**config.mk**
```make
export PLATFORM = sky130hd
export DESIGN_NAME = univ_shift_reg
export DESIGN_NICKNAME = d
export VERILOG_FILES = /design/src/rtl/univ_shift_reg.sv
export SDC_FILE = /design/constraint.sdc
export NUM_CORES = 1
export LEC_CHECK = 0
export CORE_MARGIN = 2
export CORE_UTILIZATION = 45
export DETAILED_ROUTE_END_ITERATION = 8
export HOLD_SLACK_MARGIN = 0.15
export PLACE_DENSITY = 0.74
export SYNTH_ARGS = -nofsm -noshare
export SYNTH_HDL_FRONTEND = slang
export SYNTH_SLANG_ARGS = --single-unit
```
**constraint.sdc**
```tcl
create_clock -name clk -period 3.3 [get_ports clk]
set_input_delay 0.33 -clock clk [delete_from_list [all_inputs] [get_ports clk]]
set_output_delay 0.33 -clock clk [all_outputs]
set_load 0.03 [all_outputs]
```
**src/rtl/univ_shift_reg.sv**
```systemverilog
// Universal shift register: eight single-cycle modes plus a counted burst engine.
// Define SHREG_ROTATE_EN to enable the rotate modes (100/101); otherwise they decode as hold.
module univ_shift_reg #(
  parameter int WIDTH = 8,
  parameter int AMT_W = 4
) (
  input  logic             clk,
  input  logic             reset,
  input  logic [WIDTH-1:0] i,
  input  logic [2:0]       s,
  input  logic             sl_in,
  input  logic             sr_in,
  input  logic [AMT_W-1:0] amt,
  input  logic             start,
  output logic [WIDTH-1:0] o,
  output logic             so_msb,
  output logic             so_lsb,
  output logic             busy,
  output logic             done
);

  localparam logic [1:0] ST_IDLE = 2'd0;
  localparam logic [1:0] ST_RUN  = 2'd1;
  localparam logic [1:0] ST_DONE = 2'd2;

  logic [1:0]       r_state;
  logic [2:0]       r_mode;
  logic [AMT_W-1:0] r_count;
  logic [WIDTH-1:0] r_o;
  logic             r_busy;
  logic             r_done;

  logic [WIDTH-1:0] w_normalNext;
  logic [WIDTH-1:0] w_burstNext;
  logic             w_startBurst;

  function automatic logic [WIDTH-1:0] applyMode(
    input logic [2:0]       mode,
    input logic [WIDTH-1:0] cur,
    input logic [WIDTH-1:0] ld,
    input logic             sl,
    input logic             sr
  );
    logic [WIDTH-1:0] res;
    res = cur;
    case (mode)
      3'b001: res = {cur[WIDTH-2:0], sl};
      3'b010: res = {sr, cur[WIDTH-1:1]};
      3'b011: res = ld;
`ifdef SHREG_ROTATE_EN
      3'b100: res = {cur[WIDTH-2:0], cur[WIDTH-1]};
      3'b101: res = {cur[0], cur[WIDTH-1:1]};
`endif
      3'b110: res = {cur[WIDTH-1], cur[WIDTH-1:1]};
      3'b111: res = '0;
      default: res = cur;
    endcase
    return res;
  endfunction

  // Only modes that move bits may launch a burst.
  function automatic logic isShiftClass(input logic [2:0] mode);
    logic res;
    case (mode)
      3'b001, 3'b010, 3'b110: res = 1'b1;
`ifdef SHREG_ROTATE_EN
      3'b100, 3'b101: res = 1'b1;
`endif
      default: res = 1'b0;
    endcase
    return res;
  endfunction

  assign w_normalNext = applyMode(s, r_o, i, sl_in, sr_in);
  assign w_burstNext  = applyMode(r_mode, r_o, i, sl_in, sr_in);
  assign w_startBurst = (r_state == ST_IDLE) && start && isShiftClass(s);

  always_ff @(posedge clk or posedge reset) begin
    if (reset) begin
      r_state <= ST_IDLE;
      r_mode  <= 3'b000;
      r_count <= '0;
      r_o     <= '0;
      r_busy  <= 1'b0;
      r_done  <= 1'b0;
    end else begin
      case (r_state)
        ST_IDLE: begin
          r_done <= 1'b0;
          if (w_startBurst) begin
            r_mode  <= s;
            r_count <= amt;
            if (amt != '0) begin
              r_state <= ST_RUN;
              r_busy  <= 1'b1;
            end else begin
              r_state <= ST_DONE;
              r_done  <= 1'b1;
            end
          end else begin
            r_o <= w_normalNext;
          end
        end
        // Serial inputs stay live during a burst; everything else is frozen.
        ST_RUN: begin
          r_o     <= w_burstNext;
          r_count <= r_count - 1'b1;
          if (r_count == AMT_W'(1)) begin
            r_state <= ST_DONE;
            r_busy  <= 1'b0;
            r_done  <= 1'b1;
          end
        end
        ST_DONE: begin
          r_o     <= w_normalNext;
          r_done  <= 1'b0;
          r_state <= ST_IDLE;
        end
        default: begin
          r_state <= ST_IDLE;
          r_busy  <= 1'b0;
          r_done  <= 1'b0;
        end
      endcase
    end
  end

  assign o      = r_o;
  assign so_msb = r_o[WIDTH-1];
  assign so_lsb = r_o[0];
  assign busy   = r_busy;
  assign done   = r_done;

endmodule

```
# Yosys cells after proc, flatten, opt, wreduce, memory -nomap -nowiden
# Cells that the tools add are included.
# op_classes
n_eq_ne	20
add_sub_neg	1
n_mux	19
bitwise	1
n_reduce_logical	13
# op_table
operator	count
$pmux 8 s5	2
$pmux 8 s3	1
$eq 3x2->1 const B	4
$eq 3x3->1 const B	4
$mux 8	1
$ne 2x2->1 const B	4
$pmux 4 s2	1
$reduce_and 4->1	2
$mux 1	7
$eq 3x1->1 const B	2
$mux 2	3
$ne 6x1->1 const B	1
$reduce_and 2->1	3
$ne 5x1->1 const B	1
$eq 4x1->1 const B	1
$mux 4	1
$pmux 2 s2	1
$reduce_bool 4->1	1
$sub 4x1->4 const B	1
$pmux 1 s3	1
$reduce_and 3->1	1
$reduce_bool 3->1	1
$reduce_or 3->1	1
$eq 2x1->1 const B	1
7 further kinds	8
# totals
input_bits	20
regBits	19
out_inout_bits	12

# Depth between registers and ports, before layout
# Gate-level depths: netlist (run 1).
# logic_depth
word_depth	6
mapped_depth	7

# Least setup slack after synthesis (run 1)
# Ideal clock, no wire load.
# synth_timing
path_kind	reg2reg
startpoint	reg r_state[0]
endpoint	reg r_o[7], in the netlist o[7]
t_arrival_ps	1531
setup_ps	125
required_ps	3175
path_stages_with_launch	6
slack_ps	1645
path_buffers	1
period_less_slack_ps	1655
path_cell_list	dfrtp_1 buf_2 nor2b_1 and3_1 a2111oi_2 mux2_2
# synth_via
elab_chain_cells	5
elab_cells_between_ends	11
classes_between	5 x eq/ne; 1 x mux; 5 x reduce/logical
# synth_lines
item	line	text
start: declaration	26	logic [1:0] r_state;
start signal: assignment	80	r_state <= ST_IDLE;
start signal: assignment	94	r_state <= ST_RUN;
start signal: assignment	97	r_state <= ST_DONE;
$logic_not 2->1	76, 87	
$logic_and 1x1->1 (2 in series)	76	assign w_startBurst = (r_state == ST_IDLE) && start && isShiftClass(s);
$ne 2x2->1 (no source line)	-	
$reduce_and 4->1 (no source line)	-	
end signal: assignment	101	r_o <= w_normalNext;
end signal: assignment	106	r_o <= w_burstNext;
end signal: assignment	115	r_o <= w_normalNext;
end: declaration	29	logic [WIDTH-1:0] r_o;
# Parallel ways exist; a longest one is shown, timed or not.
# A chain may end at the register's enable or synchronous reset.

# Worst setup path after layout (run 1)
# layout_timing
startpoint	reg r_state[1]
endpoint	reg r_o[4], in the netlist o[4]
# layout_via
elab_chain_cells	5
elab_cells_between_ends	10
classes_between	4 x eq/ne; 1 x mux; 5 x reduce/logical
# layout_lines
item	line
$logic_not 2->1	76, 87
$logic_and 1x1->1 (2 in series)	76
$ne 2x2->1 (no source line)	-
$reduce_and 3->1 (no source line)	-
# Parallel ways exist; a longest one is shown, timed or not.

==> results of run 1 <==
-- power breakdown --
part           total, mW  leakage, nW  internal [mW]  switching (mW)
logic              0.958        0.451          0.426           0.531
registers          0.478        0.225          0.349           0.129
clock network      0.121       0.0150         0.0471          0.0742
total               1.56        0.691          0.823           0.734
-- sequential cells by signal, summed over array words and instances (netlist names) --
name     cells
o            8
r_count      4
r_mode       3
r_state      2
busy         1
done         1
-- how the worst max path moves through the flow --
stage | depth (start not counted) | slack (ns) | to
detailed placement | 5 | 0.80 | o[0]
finish | 4 | 1.03 | o[4]
global route | 4 | 0.86 | o[7]
global placement | 5 | 0.87 | o[4]
CTS | 4 | 1.09 | o[4]
floorplan | 5 | 1.64 | o[7]
-- placed cells by master (no fill, tap or decap), types with 3 or more instances in the layout --
master                            synthesis  layout
sky130_fd_sc_hd__a21oi_1                  3       3
sky130_fd_sc_hd__a221o_1                  6       6
sky130_fd_sc_hd__clkbuf_4                 0       3
sky130_fd_sc_hd__clkdlybuf4s50_1          0      31
sky130_fd_sc_hd__dfrtp_1                 19      19
sky130_fd_sc_hd__inv_1                   14      14
sky130_fd_sc_hd__mux2_2                   3       3
sky130_fd_sc_hd__mux2i_1                 10      10
sky130_fd_sc_hd__nand2_1                 10      10
sky130_fd_sc_hd__nand3_1                  3       3
sky130_fd_sc_hd__nand3b_1                 7       7
sky130_fd_sc_hd__nor2_1                   3       3
sky130_fd_sc_hd__nor3b_1                  3       3
sky130_fd_sc_hd__o2111ai_1                8       8
sky130_fd_sc_hd__o211ai_1                 3       3
sky130_fd_sc_hd__o21ai_0                  6       6
sky130_fd_sc_hd__o221ai_1                 7       7
-- logic make-up (layout without fill, tap and decap cells) --
kind of cell | count (synthesis) | after routing | synth area share [%]
AO/OA/AOI/OAI | 42 | 42 | 27.9
adder cells (fa/ha/maj) | 2 | 2 | 1.89
buffers and inverters | 25 | 50 | 9.35
flip-flops | 19 | 19 | 35.9
multiplexers | 13 | 13 | 10.1
AND/OR/NAND/NOR | 35 | 35 | 14.9
-- worst max-delay path, delay by kind of cell (launching register included) --
| family | cells | cell delay (ns) |
|---|---|---|
| multiplexers | 2 | 0.64 |
| AO/OA/AOI/OAI | 1 | 0.24 |
| flip-flops | 1 | 0.50 |
| AND/OR/NAND/NOR | 1 | 0.74 |
-- area by class of cell --
class / instances / area share, %
clock buffer: 4 / 1.61
sequential: 19 / 29.1
tap: 31 / 2.37
multi-input combinational: 92 / 44.3
inverter: 14 / 3.21
timing repair buffer: 32 / 19.4
-- through the flow --
step	power, mW	utilization, %	hold slack [ns]	std cells
floorplan	1.17	-	0.281	136
global placement	1.41	57.9	0.467	188
detailed placement	1.44	57.9	0.474	188
CTS	1.56	58.8	0.482	192
global route	1.67	58.8	0.516	192
finish	1.56	58.8	0.449	192
-- routing by layer --
metal | vias to the layer above | track usage (%) | wire, um
met5 | - | 0 | 0
met4 | 0 | 9.30 | 54
met3 | 7 | 3.13 | 166
met2 | 35 | 33.7 | 1610
met1 | 600 | 29.1 | 1470
li1 | 566 | - | -
==> qor.csv, run 1 <==
stage,metric,value,unit
yosys,portion of synthesized cell area occupied by the leading cell type,35.9,%
critical_path,CP Data Arrival Time,2.43,ns
floorplanning,io pins,32,
global_route,first-pass GRT wire length,5540,um
cts,clock buffer depth,2,
floorplanning,starting density of the core,47.6,%
sta,measured slew at the worst slew-check pin,0.898,ns
placement,worst setup slack after placement,0.800,ns
yosys,fraction of the yosys area taken by sequential cells,35.9,%
sta,post-route setup TNS,0,ns
placement,Placed Area,0.00161,sq mm
global_route,number of global-route vias before repair,1176,
yosys,post-synthesis cell area,0.00133,sq mm
floorplanning,die area,0.00339,sq mm
finish,proportion of layout cells with a drive suffix above 1,6.21,%
cts,clock root buffer,sky130_fd_sc_hd__clkbuf_4,
sta,min setup slack post-route,1.03,ns
min_path,class of the most critical hold timing path,primary input to async pin,
status,run status,"complete, no violations",
global_route,remaining global-route overflow,0,
critical_path,r2r endpoint,o[4],
critical_path,Worst EP required,3.47,ns
finish,diode insertion count for antenna repair,0,
critical_path,ordered list of cells on the worst path,nand2b_1 > mux2_2 > o221ai_1 > mux2i_1,
yosys,top-count cell post-synth,sky130_fd_sc_hd__dfrtp_1,
cts,CTS tree,done,
sta,setup repair after global routing missed its margin,no,
critical_path,type of the worst setup path,flip-flop to flip-flop,
yosys,commonest register cell after synthesis,sky130_fd_sc_hd__dfrtp_1,
finish,synthesis-to-finish area growth,23.5,%
yosys,ys async rst share,100,%
finish,area of all sequential standard cells,475,sq um
cts,TritonCTS sink count,19,
power_and_ir_drop,VDD IR max,580,uV
global_route,largest net degree at the start of global routing,23,
floorplanning,area of the core region,0.00278,sq mm
critical_path,FF-to-FF path depth,4,
sta,worst slew margin relative to its limit,40.1,%
critical_path,worst-path cell with the longest stage delay,sky130_fd_sc_hd__nand2b_1,
yosys,number of register bits inferred by synthesis,19,
placement,global placement routability congestion,0.774,
finish,filler instances,264,
yosys,main area contributors after synthesis,"sky130_fd_sc_hd__dfrtp_1 (36%), sky130_fd_sc_hd__mux2i_1 (7.6%), sky130_fd_sc_hd__o2111ai_1 (5.3%)",
cts,number of clock buffers inserted by TritonCTS,3,
global_route,combined global-route utilization of all metal layers,21.4,%
yosys,cell type contributing the most total cell area after synthesis,sky130_fd_sc_hd__dfrtp_1,
yosys,post-synthesis cell type count,35,
finish,net total in the final layout,184,
sta,part of the cycle the worst path needs,68.7,%
yosys,Post-Synthesis Cells,136,
finish,footprint of the multi-input gates,726,sq um
floorplanning,chip width,58.3,um
power_and_ir_drop,Power Dens Cells,951,mW/mm^2
cts,count of buffers added by post-CTS timing repair for setup,0,
yosys,average footprint of a synthesized cell,9.74,sq um
cts,post-cts resize count,0,
detailed_routing,antenna-violating nets left,0,
finish,final design instance area without fill,0.00164,sq mm
cts,clock transition at the registers of the reported paths,0.11,ns
yosys,number of nets produced by synthesis,158,
detailed_routing,Avg WL per Cell,17.2,um
sta,final setup vio count,0,
detailed_routing,routed vias/inst,6.29,
yosys,Syn. warnings,0,
cts,clock insertion delay at the later pin of the skew report,0.30,ns
cts,maximum level of the CTS H-tree,1,
detailed_routing,number of vias in the routed layout,1208,
critical_path,critical register-to-register path startpoint,r_state[1],
sta,count of final max-slew check failures,0,
yosys,number of synthesized flops with an enable pin,0,
job,number of max-cap violations,0,
yosys,top cell types by occurrence after synthesis,"sky130_fd_sc_hd__dfrtp_1 (19), sky130_fd_sc_hd__inv_1 (14), sky130_fd_sc_hd__mux2i_1 (10), sky130_fd_sc_hd__nand2_1 (10), sky130_fd_sc_hd__o2111ai_1 (8)",
critical_path,critical path peak fanout,22,
critical_path,nature of the critical path startpoint,flip-flop,
placement,count of buffers inserted at the top-level ports,31,
critical_path,"setup slack, reg-to-reg",1.03,ns
detailed_routing,number of design-rule violations left by the first detailed-router iteration,32,
detailed_routing,DRC violation count after routing,0,
sta,maximum frequency from static timing analysis,441,MHz
sta,Final min period,2.27,ns
critical_path,category of the worst setup path capture point,flip-flop,
global_route,initial antenna violation count,0,
critical_path,critical path startpoint,r_state[1],
sta,"Hold Vio Cnt, Final",0,
floorplanning,floorplan die height,58.3,um
sta,clock tree skew after final layout,0.00553,ns
detailed_routing,routed wire length,3300,um
cts,hold buffer count at cts,0,
power_and_ir_drop,Leakage,0.691,nW
detailed_routing,number of iterations in the first detailed-routing pass,4,
floorplanning,num rows,19,
critical_path,Slowest Stage Delay on Critical Path,0.74,ns
placement,placed wire-length estimate,2360,um
Note: power is estimated with default switching activity, not from simulation.
==> run 2, diff against run 1 <==
==> constraint.sdc (replaced) <==
create_clock -name clk -period 2.1 [get_ports clk]
set_input_delay 0.21 -clock clk [delete_from_list [all_inputs] [get_ports clk]]
set_output_delay 0.21 -clock clk [all_outputs]
set_load 0.03 [all_outputs]
==> qor.csv, run 2 (synthesized netlist as in run 1, its figures left out) <==
stage,metric,value,unit,change
cts,number of clock buffers inserted by TritonCTS,3,,unchanged
floorplanning,area of the core region,0.00278,sq mm,unchanged
critical_path,ordered list of cells on the worst path,nand2b_1 > o211a_1 > a2111oi_2 > mux2_2,,was nand2b_1 > mux2_2 > o221ai_1 > mux2i_1
finish,diode insertion count for antenna repair,0,,unchanged
power_and_ir_drop,VDD IR max,971,uV,was 580 uV
critical_path,nature of the critical path startpoint,flip-flop,,unchanged
detailed_routing,Avg WL per Cell,16.8,um,was 17.2 um
floorplanning,floorplan die height,58.3,um,unchanged
sta,count of final max-slew check failures,0,,unchanged
floorplanning,num rows,19,,unchanged
min_path,class of the most critical hold timing path,primary input to async pin,,unchanged
detailed_routing,routed wire length,3400,um,was 3300 um
sta,worst slew margin relative to its limit,49.6,%,was 40.1%
critical_path,"setup slack, reg-to-reg",0.25,ns,was 1.03 ns
cts,TritonCTS sink count,19,,unchanged
sta,maximum frequency from static timing analysis,539,MHz,was 441 MHz
finish,net total in the final layout,194,,was 184
finish,number of flip-flops in the largest register,8,,unchanged
cts,CTS tree,done,,unchanged
critical_path,Worst EP required,2.29,ns,was 3.47 ns
cts,clock buffer depth,2,,unchanged
floorplanning,chip width,58.3,um,unchanged
finish,proportion of layout cells with a drive suffix above 1,11.7,%,was 6.21%
cts,hold buffer count at cts,0,,unchanged
global_route,combined global-route utilization of all metal layers,22.4,%,was 21.4%
sta,clock tree skew after final layout,0.00299,ns,was 0.00553 ns
finish,synthesis-to-finish area growth,29.2,%,was 23.5%
power_and_ir_drop,Leakage,0.738,nW,was 0.691 nW
sta,measured slew at the worst slew-check pin,0.756,ns,was 0.898 ns
critical_path,number of buffer and inverter instances along the worst setup path,0,,unchanged
global_route,number of global-route vias before repair,1261,,was 1176
detailed_routing,number of iterations in the first detailed-routing pass,4,,unchanged
cts,post-cts resize count,0,,unchanged
floorplanning,die area,0.00339,sq mm,unchanged
placement,placed wire-length estimate,2540,um,was 2360 um
critical_path,r2r endpoint,o[7],,was o[4]
detailed_routing,antenna-violating nets left,0,,unchanged
critical_path,critical path peak fanout,11,,was 22
job,number of max-cap violations,0,,unchanged
finish,"commonest cells after routing, fill and taps aside","sky130_fd_sc_hd__clkdlybuf4s50_1 (31), sky130_fd_sc_hd__dfrtp_1 (19), sky130_fd_sc_hd__inv_1 (14)",,unchanged
floorplanning,io pins,32,,unchanged
critical_path,type of the worst setup path,flip-flop to flip-flop,,unchanged
placement,global placement routability congestion,0.772,,was 0.774
detailed_routing,DRC violation count after routing,0,,unchanged
global_route,initial antenna violation count,0,,unchanged
sta,Final min period,1.85,ns,was 2.27 ns
critical_path,worst-path cell with the longest stage delay,sky130_fd_sc_hd__dfrtp_1,,was sky130_fd_sc_hd__nand2b_1
detailed_routing,number of vias in the routed layout,1234,,was 1208
critical_path,category of the worst setup path capture point,flip-flop,,unchanged
power_and_ir_drop,Power Dens Cells,1480,mW/mm^2,was 951 mW/mm^2
global_route,largest net degree at the start of global routing,20,,was 23
critical_path,FF-to-FF path depth,4,,unchanged
sta,part of the cycle the worst path needs,88.3,%,was 68.7%
critical_path,cell class contributing the biggest share of worst-path delay,compound AO/OA/AOI/OAI gates,,was simple AND/OR/NAND/NOR gates
critical_path,critical register-to-register path startpoint,r_state[1],,unchanged
placement,worst setup slack after placement,0.175,ns,was 0.800 ns
cts,clock insertion delay at the later pin of the skew report,0.30,ns,about the same
sta,min setup slack post-route,0.246,ns,was 1.03 ns
global_route,first-pass GRT wire length,5840,um,was 5540 um
detailed_routing,routed vias/inst,6.11,,was 6.29
global_route,remaining global-route overflow,0,,unchanged
status,run status,"complete, no violations",,unchanged
critical_path,CP Data Arrival Time,2.05,ns,was 2.43 ns
sta,final setup vio count,0,,unchanged
critical_path,Slowest Stage Delay on Critical Path,0.48,ns,was 0.74 ns
cts,clock transition at the registers of the reported paths,0.11,ns,about the same
sta,"Hold Vio Cnt, Final",0,,unchanged
placement,count of buffers inserted at the top-level ports,31,,unchanged
detailed_routing,number of design-rule violations left by the first detailed-router iteration,53,,was 32
finish,filler instances,251,,was 264
power_and_ir_drop,Power Total,2.53,mW,was 1.56 mW
floorplanning,starting density of the core,47.6,%,unchanged
cts,maximum level of the CTS H-tree,1,,unchanged
cts,clock root buffer,sky130_fd_sc_hd__clkbuf_4,,unchanged
sta,setup repair after global routing missed its margin,no,,unchanged
finish,"most common cell after layout, fill and taps aside",sky130_fd_sc_hd__clkdlybuf4s50_1,,unchanged
sta,post-route setup TNS,0,ns,unchanged
cts,count of buffers added by post-CTS timing repair for setup,0,,unchanged
[run 2: power breakdown]
part,switching [mW],internal (mW),leakage (nW)
sequential,0.197,0.549,0.225
combinational,0.852,0.748,0.499
clock,0.113,0.0741,0.0150
total,1.16,1.37,0.738
[run 2: area by class of cell]
| cell class | instances | area [sq um] | share of cell area [%] |
|---|---|---|---|
| clock buffer | 4 | 26.3 | 1.54 |
| sequential | 19 | 475 | 27.8 |
| multi-input combinational | 92 | 726 | 42.4 |
| timing repair buffer | 42 | 393 | 23.0 |
| inverter | 14 | 52.6 | 3.07 |
| tap | 31 | 38.8 | 2.27 |
[run 2: how the worst max path moves through the flow]
stage | from | to | slack (ns) | cells past startpoint
finish | r_state[1] | o[7] | 0.25 | 4
global placement | s[0] | o[7] | 0.21 | 6
detailed placement | s[0] | r_count[1] | 0.18 | 7
CTS | r_state[1] | o[7] | 0.24 | 4
floorplan | r_state[0] | o[7] | 0.44 | 5
global route | r_state[0] | r_count[1] | 0.12 | 6
[run 2: layer usage]
metal  routed length (um)  up-vias  global-route usage [%]
met5                    0        -                       0
met4                   37        0                    9.30
met3                  133        4                    2.68
met2                 1740       30                    38.5
met1                 1490      612                    28.1
li1                     -      588                       -
[run 2: metrics by stage]
| step | instance area, sq um | utilization [%] | hold WS, ns | cells |
|---|---|---|---|---|
| 6_report | 1710 | 61.5 | 0.332 | 202 |
| 5_1_grt | 1710 | 61.5 | 0.399 | 202 |
| 4_1_cts | 1710 | 61.5 | 0.350 | 202 |
| 3_5_place_dp | 1690 | 60.6 | 0.486 | 198 |
| 3_3_place_gp | 1690 | 60.6 | 0.468 | 198 |
| 2_1_floorplan | 1330 | - | 0.161 | 136 |
[run 2: worst reg2reg max path, delay by kind of cell, from the launching register on]
kind | cells | cell delay (ns)
and+or+nand+nor | 1 | 0.38
AOI/OAI and AO/OA | 2 | 0.52
muxes | 1 | 0.37
DFF | 1 | 0.48
==> run 3, diff against run 2 <==
--- a/config.mk
+++ b/config.mk
@@ -10,6 +10,7 @@
 export DETAILED_ROUTE_END_ITERATION = 8
 export HOLD_SLACK_MARGIN = 0.15
 export PLACE_DENSITY = 0.74
+export REMOVE_ABC_BUFFERS = 1
 export SYNTH_ARGS = -nofsm -noshare
 export SYNTH_HDL_FRONTEND = slang
 export SYNTH_SLANG_ARGS = --single-unit
==> constraint.sdc (replaced) <==
create_clock -name clk -period 2.1 [get_ports clk]
set_input_delay 0.21 -clock clk [delete_from_list [all_inputs] [get_ports clk]]
set_output_delay 0.21 -clock clk [all_outputs]
set_load 0.01 [all_outputs]
==> qor.csv, run 3 (synthesized netlist as in run 1, its figures left out) <==
stage,metric,value,unit,change
status,run status,"complete, no violations",,unchanged
floorplanning,starting density of the core,47.6,%,unchanged
detailed_routing,routed vias/inst,6.16,,was 6.11
job,number of max-cap violations,0,,unchanged
floorplanning,io pins,32,,unchanged
finish,"most common cell after layout, fill and taps aside",sky130_fd_sc_hd__clkdlybuf4s50_1,,unchanged
sta,maximum frequency from static timing analysis,542,MHz,was 539 MHz
power_and_ir_drop,internal power,1.36,mW,was 1.37 mW
critical_path,critical path peak fanout,12,,was 11
cts,number of clock buffers inserted by TritonCTS,3,,unchanged
critical_path,type of the worst setup path,flip-flop to flip-flop,,unchanged
placement,global placement routability congestion,0.875,,was 0.772
cts,clock transition at the registers of the reported paths,0.14,ns,was 0.11 ns
sta,worst slew margin relative to its limit,65.7,%,was 49.6%
power_and_ir_drop,Clock power frac,8.8,%,was 7.4%
placement,placed wire-length estimate,2460,um,was 2540 um
critical_path,Worst EP required,2.37,ns,was 2.29 ns
sta,Final min period,1.85,ns,about the same
critical_path,CP Data Arrival Time,2.12,ns,was 2.05 ns
cts,clock root buffer,sky130_fd_sc_hd__clkbuf_4,,unchanged
global_route,initial antenna violation count,0,,unchanged
power_and_ir_drop,VDD IR max,1020,uV,was 971 uV
finish,diode insertion count for antenna repair,0,,unchanged
cts,CTS tree,done,,unchanged
sta,setup repair after global routing missed its margin,no,,unchanged
finish,final instance count without filler cells,201,,was 202
floorplanning,chip width,58.3,um,unchanged
cts,clock buffer depth,2,,unchanged
floorplanning,num rows,19,,unchanged
global_route,largest net degree at the start of global routing,20,,unchanged
power_and_ir_drop,switching component of the power,1.02,mW,was 1.16 mW
sta,"Hold Vio Cnt, Final",0,,unchanged
finish,proportion of layout cells with a drive suffix above 1,11.8,%,was 11.7%
power_and_ir_drop,switching portion of total power,42.9,%,was 45.9%
floorplanning,floorplan die height,58.3,um,unchanged
detailed_routing,number of design-rule violations left by the first detailed-router iteration,65,,was 53
power_and_ir_drop,Power Dens Cells,1390,mW/mm^2,was 1480 mW/mm^2
detailed_routing,antenna-violating nets left,0,,unchanged
floorplanning,area of the core region,0.00278,sq mm,unchanged
placement,instance count after placement with tap cells included,197,,was 198
floorplanning,die area,0.00339,sq mm,unchanged
sta,min setup slack post-route,0.253,ns,was 0.246 ns
cts,post-cts resize count,0,,unchanged
finish,"commonest cells after routing, fill and taps aside","sky130_fd_sc_hd__clkdlybuf4s50_1 (31), sky130_fd_sc_hd__dfrtp_1 (19), sky130_fd_sc_hd__inv_1 (14)",,unchanged
power_and_ir_drop,Leakage,0.733,nW,was 0.738 nW
global_route,combined global-route utilization of all metal layers,21.6,%,was 22.4%
critical_path,category of the worst setup path capture point,flip-flop,,unchanged
cts,TritonCTS sink count,19,,unchanged
sta,clock tree skew after final layout,0.0198,ns,was 0.00299 ns
detailed_routing,routed wire length,3380,um,was 3400 um
global_route,number of global-route vias before repair,1207,,was 1261
global_route,remaining global-route overflow,0,,unchanged
min_path,class of the most critical hold timing path,primary input to async pin,,unchanged
detailed_routing,Avg WL per Cell,16.8,um,about the same
sta,part of the cycle the worst path needs,87.9,%,was 88.3%
placement,Placed Area,0.00168,sq mm,was 0.00169 sq mm
power_and_ir_drop,Logic pwr share,59.5,%,was 63.2%
critical_path,nature of the critical path startpoint,flip-flop,,unchanged
finish,synthesis-to-finish area growth,28.9,%,was 29.2%
cts,count of buffers added by post-CTS timing repair for setup,0,,unchanged
cts,clock insertion delay at the later pin of the skew report,0.32,ns,was 0.30 ns
cts,maximum level of the CTS H-tree,1,,unchanged
detailed_routing,number of vias in the routed layout,1239,,was 1234
power_and_ir_drop,fraction of power consumed by sequential logic,31.8,%,was 29.4%
placement,worst setup slack after placement,0.0903,ns,was 0.175 ns
placement,count of buffers inserted at the top-level ports,31,,unchanged
finish,final design instance area without fill,0.00171,sq mm,about the same
finish,number of flip-flops in the largest register,8,,unchanged
detailed_routing,number of iterations in the first detailed-routing pass,4,,unchanged
sta,post-route setup TNS,0,ns,unchanged
detailed_routing,DRC violation count after routing,0,,unchanged
cts,hold buffer count at cts,0,,unchanged
finish,net total in the final layout,193,,was 194
sta,final setup vio count,0,,unchanged
global_route,first-pass GRT wire length,5550,um,was 5840 um
sta,count of final max-slew check failures,0,,unchanged
sta,measured slew at the worst slew-check pin,0.510,ns,was 0.756 ns
[run 3: cell types whose count changed in the layout (fill, tap and decap cells not counted)]
cell                         change
sky130_fd_sc_hd__buf_4           -1
sky130_fd_sc_hd__clkbuf_1        -1
sky130_fd_sc_hd__clkinvlp_4      +1
[run 3: area by class of cell]
cell class	count	area [sq um]
clock buffers	3	22.5
well taps	31	38.8
clock inverters	1	7.51
multi-input cells	92	726
inverters	14	52.6
fillers	233	1070
flip-flops and latches	19	475
repair buffers	41	385
[run 3: path summary, 6_finish.rpt]
kind | start | endpoint | slack (ns) | depth (start not counted)
setup / recovery | r_state[0] | o[7] | 0.25 | 5
hold / removal | reset | o[0] | 0.19 | 3
setup reg to reg | r_state[0] | o[7] | 0.25 | 5
hold reg to reg | busy | busy | 0.52 | 2
max in group asynchronous | reset | r_count[1] | 1.68 | 3
min in group clk | amt[2] | r_count[2] | 0.47 | 3
[run 3: worst max-delay path: stages, from the launching register on]
cell	delay [ns]
sky130_fd_sc_hd__dfrtp_1	0.55
sky130_fd_sc_hd__nand2b_1	0.25
sky130_fd_sc_hd__buf_4	0.24
sky130_fd_sc_hd__or4_1	0.47
sky130_fd_sc_hd__o221ai_1	0.09
sky130_fd_sc_hd__mux2_2	0.19
[run 3: power by group through the flow]
stage / clock network, mW / registers (mW) / logic, mW
after global routing: 0.227 / 0.792 / 1.55
after global placement: 0 / 0.755 / 1.38
after CTS: 0.211 / 0.754 / 1.42
after detailed placement: 0 / 0.762 / 1.41
after floorplan: 0 / 0.769 / 0.815
final: 0.208 / 0.755 / 1.41
[run 3: routing by layer]
metal  track usage [%]  routed length (um)
met3              3.35                 218
met2              36.4                1630
met4              9.63                  70
met1              27.0                1460
met5                 0                   0
[run 3: metrics by stage]
stage / power (mW) / util, % / hold WS, ns
2_1_floorplan: 1.58 / - / 0.161
3_3_place_gp: 2.13 / 60.3 / 0.473
3_5_place_dp: 2.17 / 60.3 / 0.487
4_1_cts: 2.39 / 61.4 / 0.207
5_1_grt: 2.57 / 61.4 / 0.224
6_report: 2.38 / 61.4 / 0.190
